File: config.mk
export PLATFORM = sky130hd
export DESIGN_NAME = timer
export DESIGN_NICKNAME = d
export VERILOG_FILES = /design/src/rtl/timer.sv
export SDC_FILE = /design/constraint.sdc
export NUM_CORES = 1
export LEC_CHECK = 0
export ABC_AREA = 1
export CAP_MARGIN = 0
export CELL_PAD_IN_SITES_DETAIL_PLACEMENT = 1
export CELL_PAD_IN_SITES_GLOBAL_PLACEMENT = 2
export CORE_MARGIN = 3
export CORE_UTILIZATION = 38
export CTS_BUF_LIST = sky130_fd_sc_hd__clkbuf_8
export CTS_CLUSTER_SIZE = 25
export DETAILED_ROUTE_END_ITERATION = 10
export DONT_BUFFER_PORTS = 1
export MAX_ROUTING_LAYER = met4
export PLACE_DENSITY_LB_ADDON = 0.1
export SYNTH_ARGS = -nofsm -noshare
export SYNTH_HDL_FRONTEND = slang
export SYNTH_SLANG_ARGS = --single-unit
File: constraint.sdc
create_clock -name clk -period 3 [get_ports clk]
set_input_delay 0.6 -clock clk [delete_from_list [all_inputs] [get_ports clk]]
set_output_delay 0.6 -clock clk [all_outputs]
set_load 0.1 [all_outputs]
File: src/rtl/timer.sv
// -----------------------------------------------------------------------------
// timer: memory-mapped down-counting timer with one-shot and auto-reload modes.
//
// Register map (addr):
//   00 CTRL   : bit0 EN, bits2:1 MODE (01 auto-reload, anything else one-shot),
//               bit3 IM (interrupt mask, 1 = IRQ visible); bits31:4 read 0
//   01 PRESET : reload value copied into COUNT on every LOAD
//   10 COUNT  : current count (read-only)
//   11 unused : reads 0, writes ignored
//
// Ports:
//   clk   - system clock, all state updates on the rising edge
//   rst   - synchronous active-high reset, overrides any concurrent write
//   addr  - word select for both reads and writes
//   wen   - write strobe, sampled at the rising edge
//   din   - write data
//   dout  - combinational read data for addr
//   IRQ   - interrupt request (pending flag gated by CTRL.IM)
// -----------------------------------------------------------------------------
module timer (
  input  logic        clk,
  input  logic        rst,
  input  logic [1:0]  addr,
  input  logic        wen,
  input  logic [31:0] din,
  output logic [31:0] dout,
  output logic        IRQ
);

  typedef enum logic [1:0] {
    IDLE = 2'b00,
    LOAD = 2'b01,
    CNT  = 2'b10,
    INT  = 2'b11
  } state_t;

  localparam logic [1:0] ADDR_CTRL   = 2'b00;
  localparam logic [1:0] ADDR_PRESET = 2'b01;
  localparam logic [1:0] ADDR_COUNT  = 2'b10;

  state_t      state_q, state_d;
  logic [3:0]  ctrl_q, ctrl_d;
  logic [31:0] preset_q, preset_d;
  logic [31:0] count_q, count_d;
  logic        irq_q, irq_d;

  logic ctrl_en;
  logic ctrl_im;
  logic auto_reload;
  logic wr_ctrl;
  logic wr_preset;

  assign ctrl_en     = ctrl_q[0];
  assign ctrl_im     = ctrl_q[3];
  // Only MODE=01 reloads; 00, 10 and 11 all behave as one-shot.
  assign auto_reload = (ctrl_q[2:1] == 2'b01);

  assign wr_ctrl   = wen && (addr == ADDR_CTRL);
  assign wr_preset = wen && (addr == ADDR_PRESET);

  // Next-state logic. The FSM always evaluates the registered (pre-write)
  // values; software writes are applied afterwards so that a CTRL write wins
  // over the FSM clearing EN in the same cycle.
  always_comb begin
    state_d  = state_q;
    ctrl_d   = ctrl_q;
    preset_d = preset_q;
    count_d  = count_q;
    irq_d    = irq_q;

    case (state_q)
      IDLE: begin
        if (ctrl_en) begin
          state_d = LOAD;
        end
      end
      LOAD: begin
        count_d = preset_q;
        state_d = CNT;
      end
      CNT: begin
        if (!ctrl_en) begin
          state_d = IDLE;
        end else if (count_q > 32'd1) begin
          count_d = count_q - 32'd1;
        end else begin
          // Covers a preset of 0 as well as the normal terminal count of 1,
          // so the counter can never wrap below zero.
          count_d = '0;
          irq_d   = 1'b1;
          state_d = INT;
        end
      end
      INT: begin
        if (auto_reload) begin
          irq_d   = 1'b0;
          state_d = LOAD;
        end else begin
          ctrl_d[0] = 1'b0;
          state_d   = IDLE;
        end
      end
      default: begin
        state_d = IDLE;
      end
    endcase

    // Software acknowledge of a one-shot interrupt: a CTRL or PRESET write
    // clears the pending flag, but only while the request is actually visible
    // (IM=1). A write that merely raises IM therefore exposes a flag that was
    // pending under the mask instead of silently discarding it.
    if ((wr_ctrl || wr_preset) && irq_q && ctrl_im && !auto_reload) begin
      irq_d = 1'b0;
    end

    if (wr_ctrl) begin
      ctrl_d = din[3:0];
    end
    if (wr_preset) begin
      preset_d = din;
    end
  end

  always_ff @(posedge clk) begin
    if (rst) begin
      state_q  <= IDLE;
      ctrl_q   <= '0;
      preset_q <= '0;
      count_q  <= '0;
      irq_q    <= 1'b0;
    end else begin
      state_q  <= state_d;
      ctrl_q   <= ctrl_d;
      preset_q <= preset_d;
      count_q  <= count_d;
      irq_q    <= irq_d;
    end
  end

  always_comb begin
    dout = '0;
    case (addr)
      ADDR_CTRL:   dout = {28'b0, ctrl_q};
      ADDR_PRESET: dout = preset_q;
      ADDR_COUNT:  dout = count_q;
      default:     dout = '0;
    endcase
  end

  assign IRQ = irq_q & ctrl_im;

endmodule

# Yosys cells after proc, flatten, opt, wreduce, memory -nomap -nowiden
# Cells that the tools add are included.
# word_totals
in_bits,37
ff_bits,71
out_inout_bits,33
wordCells,54
# classes
n_addsub,1
n_reduce_logical,17
n_eq_ne,12
bitwise,1
n_lt_le_gt_ge,1
mux,16
# op_table
cell,count
one-hot mux 32 bit (3 select lines),1
two-way mux 32 bit,2
one-hot mux 32 bit (2 select lines),1
greater-than comparator 32 x 1 -> 1 bit (second input constant),1
subtractor 32 x 1 -> 32 bit (second input constant),1
inequality test 2 bit (second input constant),4
one-hot mux 2 bit (4 select lines),1
two-way mux 1 bit,7
== test 2 x 1 -> 1 bit (second input constant),3
== test 2 bit (second input constant),3
two-way mux 2 bit,3
AND reduction 2 bit,3
nonzero test 2 bit,3
logical AND 1 bit,5
zero test 2 bit,2
AND reduction 4 bit,1
inequality test 3 bit (second input constant),1
inequality test 2 x 1 -> 1 bit (second input constant),1
one-hot mux 1 bit (2 select lines),1
OR reduction 2 bit,1
AND 1 bit,1
zero test 1 bit,1
logical OR 1 bit,1

# Longest topological paths before layout
# logic_depth
word_depth,7
mapped_depth,13
depth_no_buf,13

# Worst setup path after synthesis
# No wires, ideal clock.
# synth_path
kind,in2out
from,in addr[0]
to,out dout[0]
path_buffers,1
arrival_ns,2.588
path_slack_ns,-0.188
cell_stages,5
t_required_ns,2.400
path_cell_list,inv_1 -> nor2_1 -> inv_1 -> clkbuf_1 -> o221ai_1
# synth_via
elab_chain_len,2
elab_cells_between_ends,4
cone_classes,eq/ne (2); mux (1); reduce/logical (1)
# synth_lines
element,line_no,rtl
from (decl),23,"input logic [1:0] addr,"
== test 2 bit (tied with other cells),142,case (addr)
one-hot mux 32 bit (3 select lines) *,142,
to (decl),26,"output logic [31:0] dout,"
# Mark *: on every way between the ends. The rest lies on a longest branch, timed or not.

# Worst setup path in the final report
# layout_path
from,in addr[0]
to,out dout[1]
# Same word-level chain as after synthesis.

==> results.tsv <==
stage	metric	value	unit
grt	number of global-route vias before repair	4186	
cts	post-cts sizing count	0	
cts	CTS tree	done	
power_and_ir_drop	power share of the clock group	27.0	%
timing	TNS Setup	0	ns
final_layout	layout net count	678	
placed_design	Port Buffers	0	
grt	pin count of the biggest net entering global routing	45	
final_layout	Ant. Diodes	0	
grt	GRT Util Overall	23.72	%
timing	final worst path period need	2.366	ns
floorplanning	starting density of the core	39.26	%
floorplanning	die width	109.7	um
timing	Final Hold Vio Count	0	
critical_path	worst endpoint required time	2.40	ns
critical_path	CP Cell Sequence	inv_1 > nand2_2 > buf_12 > o221ai_2 > buf_4	
power_and_ir_drop	Reg power frac	37.1	%
timing	Tcrit/Tclk final	78.86	%
critical_path	crit start category	input pin	
route	Iteration-0 DRC Markers	175	
cts	clock tree sinks	71	
final_layout	most frequent cells in the layout	nand2_1 (111), o21ai_0 (78), inv_1 (77), dfxtp_1 (71), a21oi_1 (61)	
final_layout	# fillers	1365	
placed_design	Placement Cell Area	0.004631	sq mm
grt	initial antenna violation count	0	
route	drc violations	0	
grt	GRT overflow	0	
cts	Worst-Skew Late Latency	0.35	ns
placed_design	pre-CTS WS	0.6290	ns
timing	final setup fails	0	
final_layout	commonest non-fill, non-tap cell in the layout	nand2_1	
hold_path	Hold Crit Class	input pin to flip-flop	
floorplanning	Core ar.	0.01042	sq mm
cts	CTS buffer count	9	
final_layout	area grow syn2layout	17.93	%
cts	number of setup buffers added after CTS	0	
power_and_ir_drop	VDD IR max	0.3457	mV
final_layout	share of cells above drive strength 1	18.48	%
timing	RSZ-0062 raised after global routing	false	
cts	root buf cell	clkbuf_8	
route	antenna viol nets, final	0	
floorplanning	Die ar.	0.01204	sq mm
power_and_ir_drop	Combinational Power Share	35.8	%
placed_design	placed insts	764	
timing	Least-Margin Pin Slew	0.8553	ns
synth	syn_nets	658	
grt	first-pass GRT wire length	21420	um
floorplanning	Site Rows	37	
synth	Syn. warnings	0	
critical_path	CP max stage delay	0.32	ns
synth	Seq cells post-synth	71	
run_status	status	finished, final reports clean	
power_and_ir_drop	internal cell power	1.688	mW
floorplanning	Die Y	109.7	um
route	DR vias	4190	
floorplanning	Ports	70	
final_layout	finished layout cell area	0.004822	sq mm
synth	Synth Cell Area	0.004089	sq mm
cts	Reg clk slew, reported paths	0.08	ns
critical_path	CP max FO	19	
cts	clock tree buffer depth	2	
power_and_ir_drop	pwr dens	587.1	mW/mm^2
critical_path	critical path capture point type	primary output	
power_and_ir_drop	sw frac	40.37	%
timing	Fmax	422.7	MHz
timing	Worst Skew	0.008836	ns
synth	sequential share of the synthesized area	34.76	%
route	Via density	5.372	
route	First-pass DRT Iterations	4	
critical_path	CP Data Arrival Time	1.77	ns
route	WL/cell	17.29	um
timing	fin. max-slew vios	0	
critical_path	Critical-path top delay cell	buf_4	
synth	Syn Inst Count	619	
timing	fin worst setup slack	0.6343	ns
placed_design	DP HPWL	9746	um
timing	Worst slew margin	42.92	%
power_and_ir_drop	LEAKAGE	1.953	nW
cts	Post-CTS Hold Fix Bufs	0	
final_layout	Finished Layout Cells	780	
cts	CTS HTree Levels	3	
critical_path	critical path type	input pin to primary output	
placed_design	RD Place Congestion	0.8383	
route	Final Routed Wirelength	13490	um
final_layout	final core occ	46.29	%
run	max cap viols	0	
synth	Syn Area/Cell	6.606	sq um
synth	Netlist cell types	33	
power_and_ir_drop	Psw	1.143	mW
[power groups by stage]
stage               Sequential [mW]  Combinational, mW  Clock, mW
finish                         1.05               1.01      0.766
global route                   1.06               1.12      0.824
CTS                            1.05               1.02      0.782
detailed placement             1.07               1.01          0
global placement               1.07              0.988          0
floorplan                      1.06              0.773          0
[cell usage after synthesis]
cell type | number | area [sq um]
nand2_2 | 5 | 31.28
nor3_1 | 2 | 10.01
nand2_8 | 1 | 20.02
a311oi_1 | 1 | 8.760
buf_6 | 2 | 22.52
nor2_8 | 1 | 20.02
o311ai_0 | 1 | 8.760
inv_2 | 11 | 41.29
nand2_4 | 2 | 22.52
buf_1 | 2 | 7.510
inv_1 | 74 | 277.8
inv_4 | 2 | 12.51
dfxtp_1 | 71 | 1421
o221ai_1 | 4 | 35.03
o21ai_1 | 13 | 65.06
o22ai_1 | 28 | 175.2
ha_1 | 2 | 25.02
nand4_1 | 7 | 43.79
buf_4 | 4 | 30.03
nor2_4 | 5 | 56.30
nor2_1 | 57 | 214.0
nor3b_1 | 1 | 7.510
nor3b_2 | 1 | 12.51
a31oi_1 | 7 | 43.79
nor3_2 | 1 | 10.01
nand3_1 | 22 | 110.1
buf_2 | 1 | 5.000
nor2_2 | 6 | 37.54
o21ai_0 | 78 | 390.4
a21oi_1 | 61 | 305.3
nand2_1 | 113 | 424.2
clkbuf_1 | 19 | 71.32
xor2_1 | 14 | 122.6
[state kept, by name, summed over array words and instances (netlist names)]
name and cells:
irq_q 1, count_q 32, ctrl_q 4, preset_q 32, state_q 2
[worst max-delay path, delay by kind of cell]
kind            cells  cell delay, ns
buf+inv             3            0.68
simple gates        1            0.30
compound gates      1            0.18
[stage by stage]
step / power (mW) / hold slack [ns]
global route: 3.004 / 0.2824
CTS: 2.848 / 0.2905
floorplan: 1.830 / 0.4407
finish: 2.831 / 0.3066
global placement: 2.057 / 0.4615
detailed placement: 2.084 / 0.4724
[cells by family after synthesis]
kind of cell / Yosys count / share of synthesized area [%]
adders and majority gates: 2 / 0.6119
buffers and inverters: 115 / 11.44
and+or+nand+nor: 224 / 24.94
xor gates and xnor gates: 14 / 2.999
AOI/OAI and AO/OA: 193 / 25.24
DFF: 71 / 34.76
[routing by layer]
| layer | global-route usage, % | wire length (um) |
|---|---|---|
| met5 | - | 0 |
| met4 | 5.432 | 65 |
| met3 | 4.169 | 511 |
| met2 | 40.19 | 6582 |
| met1 | 29.46 | 6327 |
[final cells by class]
type | instances | area [sq um] | area share [%]
Multi-Input combinational cell | 433 | 2405 | 49.87
Sequential cell | 71 | 1421 | 29.48
Clock inverter | 6 | 53.80 | 1.116
Timing Repair Buffer | 37 | 302.8 | 6.279
Inverter | 87 | 331.6 | 6.876
Tap cell | 136 | 170.2 | 3.529
Clock buffer | 10 | 137.6 | 2.854
[worst paths after layout]
path                      from           to  slack, ns  depth (start not counted)
setup reg to reg    state_q[1]   count_q[9]       0.76                         10
setup / recovery       addr[0]      dout[1]       0.63                          5
hold / removal             rst  count_q[23]       0.31                          1
hold reg to reg   preset_q[27]  count_q[27]       0.48                          2
Power figures use the tool's default switching activity.
